--- src/rtl/instruction_fetch_if.sv ---
// Fetch-to-decode handshake bundle: assembled instruction word, its PC,
// and the valid/ready pair.
interface instruction_fetch_if #(
    parameter int ADDR_WIDTH = 10
);
    logic [31:0]           insn;
    logic [ADDR_WIDTH-1:0] insn_pc;
    logic                  insn_valid;
    logic                  insn_ready;

    modport master (
        output insn,
        output insn_pc,
        output insn_valid,
        input  insn_ready
    );

    modport slave (
        input  insn,
        input  insn_pc,
        input  insn_valid,
        output insn_ready
    );
endinterface

--- src/rtl/instruction_fetch.sv ---
// Sequential fetch stage: reads the byte-wide ROM one byte per clock, builds
// little-endian 32-bit words and offers them to the decoder with their PC.
module instruction_fetch #(
    parameter int ADDR_WIDTH = 10,
    parameter int RESET_PC   = 0
) (
    input  logic                  clk,
    input  logic                  reset,
    output logic [ADDR_WIDTH-1:0] rom_address,
    input  logic [7:0]            rom_data,
    input  logic                  pc_load,
    input  logic [ADDR_WIDTH-1:0] pc_load_value,
    instruction_fetch_if.master   dec
);

    typedef enum logic [2:0] {
        FETCH0 = 3'd0,
        FETCH1 = 3'd1,
        FETCH2 = 3'd2,
        FETCH3 = 3'd3,
        VALID  = 3'd4
    } state_t;

    localparam logic [ADDR_WIDTH-1:0] RESET_ADDR = ADDR_WIDTH'(RESET_PC);
    localparam logic [ADDR_WIDTH-1:0] WORD_MASK  = ~ADDR_WIDTH'(3);

    state_t                state;
    logic [ADDR_WIDTH-1:0] pc;
    logic [31:0]           insn_q;
    logic [ADDR_WIDTH-1:0] insn_pc_q;
    logic                  insn_valid_q;
    logic [1:0]            byte_idx;

    // The byte index is the fetch state itself; VALID parks on byte 3 so the
    // ROM address stays put while the decoder stalls.
    assign byte_idx    = (state == VALID) ? 2'd3 : state[1:0];
    assign rom_address = pc + ADDR_WIDTH'(byte_idx);

    assign dec.insn       = insn_q;
    assign dec.insn_pc    = insn_pc_q;
    assign dec.insn_valid = insn_valid_q;

    always_ff @(posedge clk) begin
        if (!reset) begin
            state        <= FETCH0;
            pc           <= RESET_ADDR;
            insn_q       <= '0;
            insn_pc_q    <= RESET_ADDR;
            insn_valid_q <= 1'b0;
        end else if (pc_load) begin
            // A redirect wins even over a same-cycle handshake; the word the
            // decoder just took still counts as consumed.
            state        <= FETCH0;
            pc           <= pc_load_value & WORD_MASK;
            insn_valid_q <= 1'b0;
        end else begin
            case (state)
                FETCH0: begin
                    insn_q[7:0] <= rom_data;
                    state       <= FETCH1;
                end
                FETCH1: begin
                    insn_q[15:8] <= rom_data;
                    state        <= FETCH2;
                end
                FETCH2: begin
                    insn_q[23:16] <= rom_data;
                    state         <= FETCH3;
                end
                FETCH3: begin
                    insn_q[31:24] <= rom_data;
                    insn_pc_q     <= pc;
                    insn_valid_q  <= 1'b1;
                    state         <= VALID;
                end
                VALID: begin
                    if (dec.insn_ready) begin
                        pc           <= pc + ADDR_WIDTH'(4);
                        insn_valid_q <= 1'b0;
                        state        <= FETCH0;
                    end
                end
                default: begin
                    state        <= FETCH0;
                    insn_valid_q <= 1'b0;
                end
            endcase
        end
    end

endmodule

--- src/flat_wrapper.sv ---
// flat-port wrapper written by rule: the top's interface ports become plain ports
module instruction_fetch_flat 
#(
    parameter int ADDR_WIDTH = 10,
    parameter int RESET_PC   = 0
)
  (clk, reset, rom_address, rom_data, pc_load, pc_load_value, dec_insn, dec_insn_pc, dec_insn_valid, dec_insn_ready);
  instruction_fetch_if #(.ADDR_WIDTH(ADDR_WIDTH)) dec_i ();
  input  logic clk;
  input  logic reset;
  output logic [ADDR_WIDTH-1:0] rom_address;
  input  logic [7:0] rom_data;
  input  logic pc_load;
  input  logic [ADDR_WIDTH-1:0] pc_load_value;
  output wire logic [$bits(dec_i.insn)-1:0] dec_insn;
  output wire logic [$bits(dec_i.insn_pc)-1:0] dec_insn_pc;
  output wire logic [$bits(dec_i.insn_valid)-1:0] dec_insn_valid;
  input wire logic [$bits(dec_i.insn_ready)-1:0] dec_insn_ready;
  assign dec_insn = dec_i.insn;
  assign dec_insn_pc = dec_i.insn_pc;
  assign dec_insn_valid = dec_i.insn_valid;
  assign dec_i.insn_ready = dec_insn_ready;
  instruction_fetch #(.ADDR_WIDTH(ADDR_WIDTH), .RESET_PC(RESET_PC)) u_core (.clk(clk), .reset(reset), .rom_address(rom_address), .rom_data(rom_data), .pc_load(pc_load), .pc_load_value(pc_load_value), .dec(dec_i));
endmodule
--- config.mk ---
export PLATFORM = sky130hd
export DESIGN_NAME = instruction_fetch_flat
export DESIGN_NICKNAME = d
export VERILOG_FILES = /design/src/rtl/instruction_fetch_if.sv /design/src/rtl/instruction_fetch.sv /design/src/flat_wrapper.sv
export SDC_FILE = /design/constraint.sdc
export NUM_CORES = 1
export LEC_CHECK = 0
export ABC_AREA = 1
export CORE_ASPECT_RATIO = 0.7
export CORE_MARGIN = 2
export CORE_UTILIZATION = 48
export DETAILED_ROUTE_END_ITERATION = 8
export GPL_TIMING_DRIVEN = 0
export PLACE_DENSITY = 0.83
export SYNTH_ARGS = -nofsm -noshare
export SYNTH_HDL_FRONTEND = slang
export SYNTH_SLANG_ARGS = --single-unit
--- constraint.sdc ---
create_clock -name clk -period 2.25 [get_ports clk]
set_clock_uncertainty 0.1 [all_clocks]
set_input_delay 0.225 -clock clk [delete_from_list [all_inputs] [get_ports clk]]
set_output_delay 0.225 -clock clk [all_outputs]
set_load 0.05 [all_outputs]
======== After elaboration in Yosys (flattened, before gate mapping) ========
Index checks and enable logic that the tools add are counted.
cells by class
  divide/modulo/power cells ............... 0
  bitwise operators ....................... 3
  magnitude comparators ................... 0
  reductions and logical operators ........ 12
  shift-type cells ........................ 0
  multiply operators ...................... 0
  multiplexer cells ....................... 8
  equal/unequal tests ..................... 5
  $add $sub $neg .......................... 2
operators by type and width
  operator                 count
  $mux W10                 3
  $pmux W3 S5              1
  $reduce_and A2 Y1        7
  $add A10 B2 Y10          1
  $add A10 B3 Y10 const B  1
  $eq A3 B2 Y1 const B     2
  $reduce_bool A2 Y1       2
  $eq A3 B1 Y1 const B     1
  $eq A3 B3 Y1 const B     1
  $logic_not A3 Y1         1
  $mux W3                  1
  $not A1 Y1               3
  $pmux W1 S3              1
  $reduce_or A3 Y1         1
  $mux W2                  1
  $ne A2 B2 Y1 const B     1
  $reduce_or A2 Y1         1
  $mux W1                  1
word-level totals
  memory bits (writable) .................. 0
  latch bits .............................. 0
  word-level logic and storage cells ...... 39
  register bits after elaboration ......... 56
  memory bits (read-only) ................. 0
  input port bits ......................... 22
  memories kept ........................... 0

======== Longest topological paths before layout ========
Gate-level depths: netlist of run 1.
  word-level depth ........................ 4
  gate-level depth with buffers ........... 8
  depth with buffers taken out ............ 8

======== Least setup slack after synthesis of run 1 ========
No wires, ideal clock.
  path type ............................... register -> register
  start ................................... register u_core.pc[3]
  end ..................................... register u_core.pc[6]
  data arrival time ....................... 1.457 ns
  stages on the path, launching flop included .. 8
  buffers on the path ..................... 0
  data required time ...................... 2.040 ns
  period minus slack after synthesis ...... 1.667 ns
  setup slack ............................. 0.583 ns
  cells stage by stage .................... dfxtp_1 -> ha_1 -> nand3_1 -> xnor2_1 -> nand2_1 -> nand3_1 -> nand2_1 -> inv_1
on the way
  longest elaborated chain between the ends .. 4
RTL lines
  what                    RTL line                 text
  start, declared         instruction_fetch.sv:28  logic [ADDR_WIDTH-1:0] pc;
  start signal, assigned  instruction_fetch.sv:54  pc <= pc_load_value & WORD_MASK;
  start signal, assigned  instruction_fetch.sv:78  pc <= pc + ADDR_WIDTH'(4);
  $add A10 B3 Y10         instruction_fetch.sv:78
  $mux W10                instruction_fetch.sv:77  if (dec.insn_ready) begin
  $mux W10                instruction_fetch.sv:57  case (state)
  $mux W10                instruction_fetch.sv:50  end else if (pc_load) begin
Every way passes these cells. The select of a mux whose other input is x is not followed.
A chain may end at the register's enable or synchronous reset.

======== Worst setup path after layout of run 1 ========
  start ................................... register u_core.state[0]
  end ..................................... output rom_address[1]
on the way
  longest elaborated chain between the ends .. 3
RTL lines
  what                    RTL line                 text
  start, declared         instruction_fetch.sv:27  state_t state;
  start signal, assigned  instruction_fetch.sv:45  state <= FETCH0;
  start signal, assigned  instruction_fetch.sv:53  state <= FETCH0;
  start signal, assigned  instruction_fetch.sv:60  state <= FETCH1;
  $eq A3 B3 Y1            instruction_fetch.sv:36  assign byte_idx = (state == VALID) ? 2'd3 : state[1:0];
  $mux W2 (*)             instruction_fetch.sv:36
  $add A10 B2 Y10 (*)     instruction_fetch.sv:37  assign rom_address = pc + ADDR_WIDTH'(byte_idx);
  end, declared           flat_wrapper.sv:11       output logic [ADDR_WIDTH-1:0] rom_address;
Every way passes the cells marked *; elsewhere a longest branch is shown, timed or not.

==> metrics.md, run 1 <==
| Metric | Value |
|---|---|
| Run status | finished clean |
| Average routed wire per standard cell | 13.6 um |
| Final clock period utilization by the worst path | 95.8% |
| Sequential share of power | 49.4% |
| Max-slew headroom at the worst pin | 65.4% |
| Sequential area share after synthesis | 49.2% |
| Initial standard-cell utilization of the core | 49.4% |
| CORE AREA | 4280 sq um |
| DRC Markers | 0 |
| Top FF cell, synth | dfxtp_1 |
| Mux cell area share after synthesis | 0% |
| Number of iterations in the first detailed-routing pass | 4 |
| Global-route wire length before repair | 9010 um |
| Max cap viols | 0 |
| Number of synthesized flops with an enable pin | 0 |
| Number of buffers inserted during clock tree synthesis | 5 |
| Layout overhead on the synthesized area | 41.0% |
| Antenna violations before repair | 0 |
| Clock root buffer | clkbuf_8 |
| Combinational group share of total power | 17.6% |
| Period minus WS final | 2.15 ns |
| Worst EP required | 1.92 ns |
| Switching power share of the total | 29.2% |
| Number of antenna cells inserted | 0 |
| Fin. max-slew vios | 0 |
| Final core utilization | 69.7% |
| Largest net degree at the start of global routing | 18 |
| Synthesized flop and latch total | 52 |
| Number of vias after detailed routing | 2055 |
| Post-Route Setup TNS | 0 ns |
| Most numerous cell types in the synthesized netlist | dfxtp_1, nor2_1, o21ai_0, inv_1, nand2_1 |
| Cell depth of the worst flop-to-flop path | 7 |
| Count of buffers inserted at the top-level ports | 68 |
| Number of nets in the layout | 375 |
| Clock network fraction of total power | 33.0% |
| Count of warnings emitted by yosys | 0 |
| Synth Area in Compound Gates | 20.2% |
| Crit path capture type | output pin |
| Unrepaired setup endpoints after global routing | false |
| Setup violators final | 0 |
| Depth of the CTS H-tree | 2 |
| P per Cell Area | 668 nW/um^2 |
| CTS sink count | 52 |
| CTS tree | done |
| Clock latency at the later pin of the worst-skew pair | 0.31 ns |
| Main combinational cell family by area after synthesis | compound AO/OA/AOI/OAI gates |
| Final-report hold violation count | 0 |
| Cell area after technology mapping | 2120 sq um |
| Nature of the critical path startpoint | flip-flop |
| Min-Delay Startpoint | pc_load |
| Post-synthesis share of cell area spent on and, or, nand and nor gates | 18.5% |
| Synthesized-area fraction occupied by adder cells | 0.591% |
| Count of instances resized after the clock tree is built | 0 |
| Residual overflow from global routing | 0 |
| DRT iter0 DRCs | 99 |
| Kind of critical path | flip-flop to output pin |
| Row Count | 20 |
| Distinct cells, synth | 27 |
| Via-to-Cell Ratio | 5.04 |
| Remaining antenna violation count | 0 |
| Buffers inserted during post-CTS setup optimization | 0 |
| Syn Inst Count | 276 |
| Cell-internal power | 1.41 mW |
| Fraction of registers with async set/reset | 0% |
| Area fraction of the dominant cell type after synthesis | 49.2% |
| Arr. time, crit path | 1.83 ns |
| Hold buffer count at cts | 0 |
| Critical path peak fanout | 5 |
| Switching power of the nets | 0.582 mW |
| Slack of the worst reg-to-reg path | 0.73 ns |
| Reg2reg start | u_core.state[0]$_SDFFE_PP0P_ |
| Vias in the first global route | 1908 |
| Total detailed-routing wirelength | 5550 um |
| Mean instance size in the synthesized netlist | 7.67 sq um |
| Aggregate global-route resource usage | 23.0% |
| Hold path cells | 3 |
| Die X | 83.4 um |
| Highest attainable clock frequency | 0.464 GHz |
| Final weighted congestion in routability-driven placement | 0.796 |
| Worst VDD drop | 0.465 mV |
| Overall die area | 4960 sq um |
| Placed wire-length estimate after detailed placement | 4100 um |
| Standby leakage power | 1.16 nW |
| Vert. Die Dim | 59.5 um |
| Capture point of the worst reg-to-reg path | u_core.dec.insn[11]$_SDFFE_PN0P_ |
| Most frequent cell after synthesis | dfxtp_1 |
| Cell type with the highest aggregate area in the netlist | dfxtp_1 |
| Clock input transition at the sequential cells of the worst setup and hold paths | 0.10 ns |
| Max Buffers Root-to-Sink | 2 |
| Transition time at the pin with the least slew margin | 0.517 ns |
| Synth top area cells | dfxtp_1, o21ai_0, nor2_1 |
| Hold endpoint | u_core.pc[3]$_SDFFE_PN0P_ |
| Share of layout cells above drive strength 1 | 8.50% |
| Xor/xnor share of the synthesized area | 1.24% |
| Worst Hold Class | input pin to flip-flop |
| Number of ports placed on the die boundary | 75 |
| # fillers | 362 |
[worst max-delay path by stage]
stage	startpoint	to	slack [ns]
6_report	u_core.state[0]$_SDFFE_PP0P_	rom_address[1]	0.1
3_3_place_gp	u_core.state[0]$_SDFFE_PP0P_	rom_address[1]	0.48
4_1_cts	u_core.state[0]$_SDFFE_PP0P_	rom_address[0]	0.09
2_1_floorplan	u_core.pc[3]$_SDFFE_PN0P_	u_core.pc[6]$_SDFFE_PN0P_	0.58
5_1_grt	u_core.state[0]$_SDFFE_PP0P_	rom_address[0]	0.01
3_5_place_dp	u_core.state[0]$_SDFFE_PP0P_	rom_address[0]	0.44
[critical path, stage by stage, from the launching register on]
cell and delay, ns:
dfxtp_1 0.37, nor2_2 0.17, nand2_1 0.11, nand2_1 0.08, clkdlybuf4s50_1 0.79
[cell usage in the layout (no fill, tap or decap), types with 3 or more instances in the layout]
| cell type | Yosys | routed |
|---|---|---|
| a21oi_1 | 25 | 25 |
| a21oi_2 | 4 | 4 |
| buf_4 | 5 | 5 |
| buf_6 | 3 | 3 |
| clkbuf_1 | 4 | 4 |
| clkbuf_8 | 0 | 5 |
| clkdlybuf4s50_1 | 0 | 68 |
| dfxtp_1 | 52 | 52 |
| inv_1 | 30 | 30 |
| inv_2 | 3 | 3 |
| nand2_1 | 29 | 29 |
| nand3_1 | 9 | 9 |
| nor2_1 | 47 | 47 |
| o21ai_0 | 39 | 39 |
| o21ai_1 | 7 | 7 |
[final cells by class]
| cell class | instances | area (sq um) | area share, % |
|---|---|---|---|
| Sequential cell | 52 | 1040 | 34.9 |
| Clock buffer | 5 | 68.8 | 2.31 |
| Buffer | 13 | 90.1 | 3.02 |
| Clock inverter | 3 | 46.3 | 1.55 |
| Multi-Input combinational cell | 179 | 865 | 29.0 |
| Tap cell | 55 | 68.8 | 2.31 |
| Inverter | 33 | 124 | 4.15 |
| Timing Repair Buffer | 68 | 681 | 22.8 |
[kinds of logic (layout without fill, tap and decap cells)]
group                    count (synthesis)  count (layout)
buffers and inverters                   46             122
XOR/XNOR                                 3               3
AO/OA/AOI/OAI                           80              80
other                                    1               2
adder cells (fa/ha/maj)                  1               1
flip-flops                              52              52
AND/OR/NAND/NOR                         93              93
[power groups by stage]
stage	clock network [mW]	registers (mW)	logic, mW
after floorplan	0	1.12	0.105
after global routing	0.700	0.989	0.374
after global placement	0	1.00	0.344
after CTS	0.663	0.984	0.350
final	0.658	0.985	0.351
after detailed placement	0	1.01	0.349
[through the flow]
stage / instances / setup slack, ns / hold WS (ns) / cell area (sq um) / power [mW]
2_1_floorplan: 277 / 0.583 / 0.259 / 2120 / 1.22
3_3_place_gp: 400 / 0.476 / 0.333 / 2870 / 1.35
3_5_place_dp: 400 / 0.444 / 0.338 / 2870 / 1.35
4_1_cts: 408 / 0.0939 / 0.160 / 2980 / 2.00
5_1_grt: 408 / 0.0120 / 0.179 / 2980 / 2.06
6_report: 408 / 0.0954 / 0.160 / 2980 / 1.99
[metal layers]
metal,track usage [%],up-vias,wire [um]
li1,-,1037,-
met1,30.9,936,2690
met2,36.5,73,2450
met3,6.27,9,343
met4,7.73,0,65
met5,0,-,0
[flip-flops by register name, indices dropped and copies added, names as in the netlist]
signal,flops
u_core.dec.insn_valid,1
u_core.state,3
u_core.dec.insn_pc,8
u_core.pc,8
u_core.dec.insn,32
Note: power is estimated with default switching activity, not from simulation.
==> inputs of run 2 (changes only) <==
CTS_CLUSTER_DIAMETER = 120   (was default)
==> results of run 2 <==
The final DEF is identical to that of run 1; final timing and power are the same.
==> inputs of run 3 (changes only) <==
CORE_UTILIZATION = 30   (was 48)
PLACE_DENSITY = 0.55   (was 0.83)
REMOVE_ABC_BUFFERS = 1   (was default)
==> metrics.md, run 3 (synthesized netlist as in run 1, its figures left out) <==
| Metric | Value |
|---|---|
| Final-report hold violation count | 0 (unchanged) |
| Max FFs per register | 32 (unchanged) |
| DRT iter0 DRCs | 75 (-24%) |
| Highest attainable clock frequency | 0.471 GHz (+1.6%) |
| Final Instance Count excl. Fillers | 436 (+6.9%) |
| Count of placed standard cells including taps | 428 (+7.0%) |
| Crit path capture type | output pin |
| Worst Hold Class | flip-flop to flip-flop |
| Count of buffers inserted at the top-level ports | 70 (+2.9%) |
| Worst VDD drop | 0.285 mV (-39%) |
| Number of vias after detailed routing | 1927 (-6.2%) |
| Remaining antenna violation count | 0 (unchanged) |
| Hold buffer count at cts | 0 (unchanged) |
| Residual overflow from global routing | 0 (unchanged) |
| Placed wire-length estimate after detailed placement | 3840 um (-6.4%) |
| Layout overhead on the synthesized area | 39.4% |
| Worst EP required | 1.92 ns (about the same) |
| Commonest non-fill, non-tap cells in the layout | clkdlybuf4s50_1, dfxtp_1, nor2_1 |
| Clock root buffer | clkbuf_8 |
| Number of ports placed on the die boundary | 75 (unchanged) |
| CTS tree | done |
| Transition time at the pin with the least slew margin | 0.698 ns (+0.181 ns) |
| Antenna violations before repair | 0 (unchanged) |
| Clock input transition at the sequential cells of the worst setup and hold paths | 0.09 ns (about the same) |
| Critical path peak fanout | 5 (unchanged) |
| Buffers inserted during post-CTS setup optimization | 0 (unchanged) |
| DRC Markers | 0 (unchanged) |
| Number of nets in the layout | 364 (-2.9%) |
| Number of antenna cells inserted | 0 (unchanged) |
| Total detailed-routing wirelength | 5370 um (-3.2%) |
| Final weighted congestion in routability-driven placement | 0.768 (-3.5%) |
| Nature of the critical path startpoint | flip-flop |
| Vert. Die Dim | 74.3 um (+25%) |
| Share of layout cells above drive strength 1 | 6.43% (-2.1 points) |
| Standby leakage power | 1.12 nW (-3.5%) |
| Kind of critical path | flip-flop to output pin |
| CTS sink count | 52 (unchanged) |
| Aggregate global-route resource usage | 14.4% (-8.6 points) |
| Max-slew headroom at the worst pin | 53.4% (-12 points) |
| Vias in the first global route | 1820 (-4.6%) |
| Number of iterations in the first detailed-routing pass | 4 (unchanged) |
| Setup violators final | 0 (unchanged) |
| Largest net degree at the start of global routing | 46 (+28) |
| Clock latency at the later pin of the worst-skew pair | 0.29 ns (-0.02 ns) |
| Minimum setup slack after placement | -0.0673 ns (-0.511 ns) |
| Average routed wire per standard cell | 12.3 um (-9.4%) |
| Max Buffers Root-to-Sink | 2 (unchanged) |
| Final clock period utilization by the worst path | 94.3% (-1.5 points) |
| Most common cell after layout, fill and taps aside | clkdlybuf4s50_1 |
| Fin. max-slew vios | 0 (unchanged) |
| Area after detailed placement | 2840 sq um (-0.92%) |
| Hold slack | 0.347 ns (+0.187 ns) |
| Initial standard-cell utilization of the core | 31.2% (-18 points) |
| Slack of the worst reg-to-reg path | 0.37 ns (-0.36 ns) |
| Arr. time, crit path | 1.80 ns (-0.03 ns) |
| P per Cell Area | 661 nW/um^2 (-1.1%) |
| Unrepaired setup endpoints after global routing | false |
| Count of instances resized after the clock tree is built | 0 (unchanged) |
| Global-route wire length before repair | 8790 um (-2.5%) |
| Via-to-Cell Ratio | 4.42 (-12%) |
| Die X | 104 um (+25%) |
| CORE AREA | 6790 sq um (+59%) |
| Period minus WS final | 2.12 ns (-0.0337 ns) |
| Run status | finished clean |
| Overall die area | 7750 sq um (+56%) |
| Slack of the critical path | 0.129 ns (+0.0337 ns) |
| Number of buffers inserted during clock tree synthesis | 5 (unchanged) |
| Depth of the CTS H-tree | 2 (unchanged) |
| Row Count | 25 (+25%) |
| Final core utilization | 43.5% (-26 points) |
| Max cap viols | 0 (unchanged) |
| Final std cell area, no fill | 2950 sq um (-1.1%) |
## run 3: metal layers
metal,wire (um),global-route usage [%],vias to the layer above
li1,-,-,1020
met5,0,0,-
met2,2270,22.3,46
met3,262,3.68,2
met1,2810,20.0,859
met4,35,4.35,0
## run 3: final timing paths
kind	startpoint	endpoint	cells after the start
worst max-delay path	u_core.state[0]$_SDFFE_PP0P_	rom_address[1]	4
worst min-delay path	u_core.dec.insn[6]$_SDFFE_PN0P_	u_core.dec.insn[6]$_SDFFE_PN0P_	2
worst min register to register	u_core.dec.insn[6]$_SDFFE_PN0P_	u_core.dec.insn[6]$_SDFFE_PN0P_	2
worst max register to register	u_core.state[0]$_SDFFE_PP0P_	u_core.dec.insn[26]$_SDFFE_PN0P_	7
## run 3: metrics by stage
step                      total power [mW]  setup TNS, ns
final                                 1.95              0
after detailed placement              1.34         -0.735
after floorplan                       1.20              0
after CTS                             1.98              0
after global routing                  2.04              0
after global placement                1.35          -2.63
## run 3: worst max-delay path, stage by stage, from the launching register on
cell and delay (ns):
dfxtp_1 0.37, nor2_2 0.16, nand2_1 0.11, nand2_1 0.07, clkdlybuf4s50_1 0.79
## run 3: where the power goes
group / internal [mW] / leakage (nW) / switching (mW) / total, mW
combinational: 0.116 / 0.639 / 0.222 / 0.338
sequential: 0.955 / 0.424 / 0.0283 / 0.983
clock: 0.331 / 0.0552 / 0.298 / 0.628
total: 1.40 / 1.12 / 0.548 / 1.95
## run 3: layout make-up
class | instances | area [sq um]
inverter | 33 | 124
multi-input combinational | 179 | 865
fill | 720 | 3840
clock buffer | 6 | 72.6
timing repair buffer | 70 | 696
tap | 94 | 118
clock inverter | 2 | 35.0
sequential | 52 | 1040
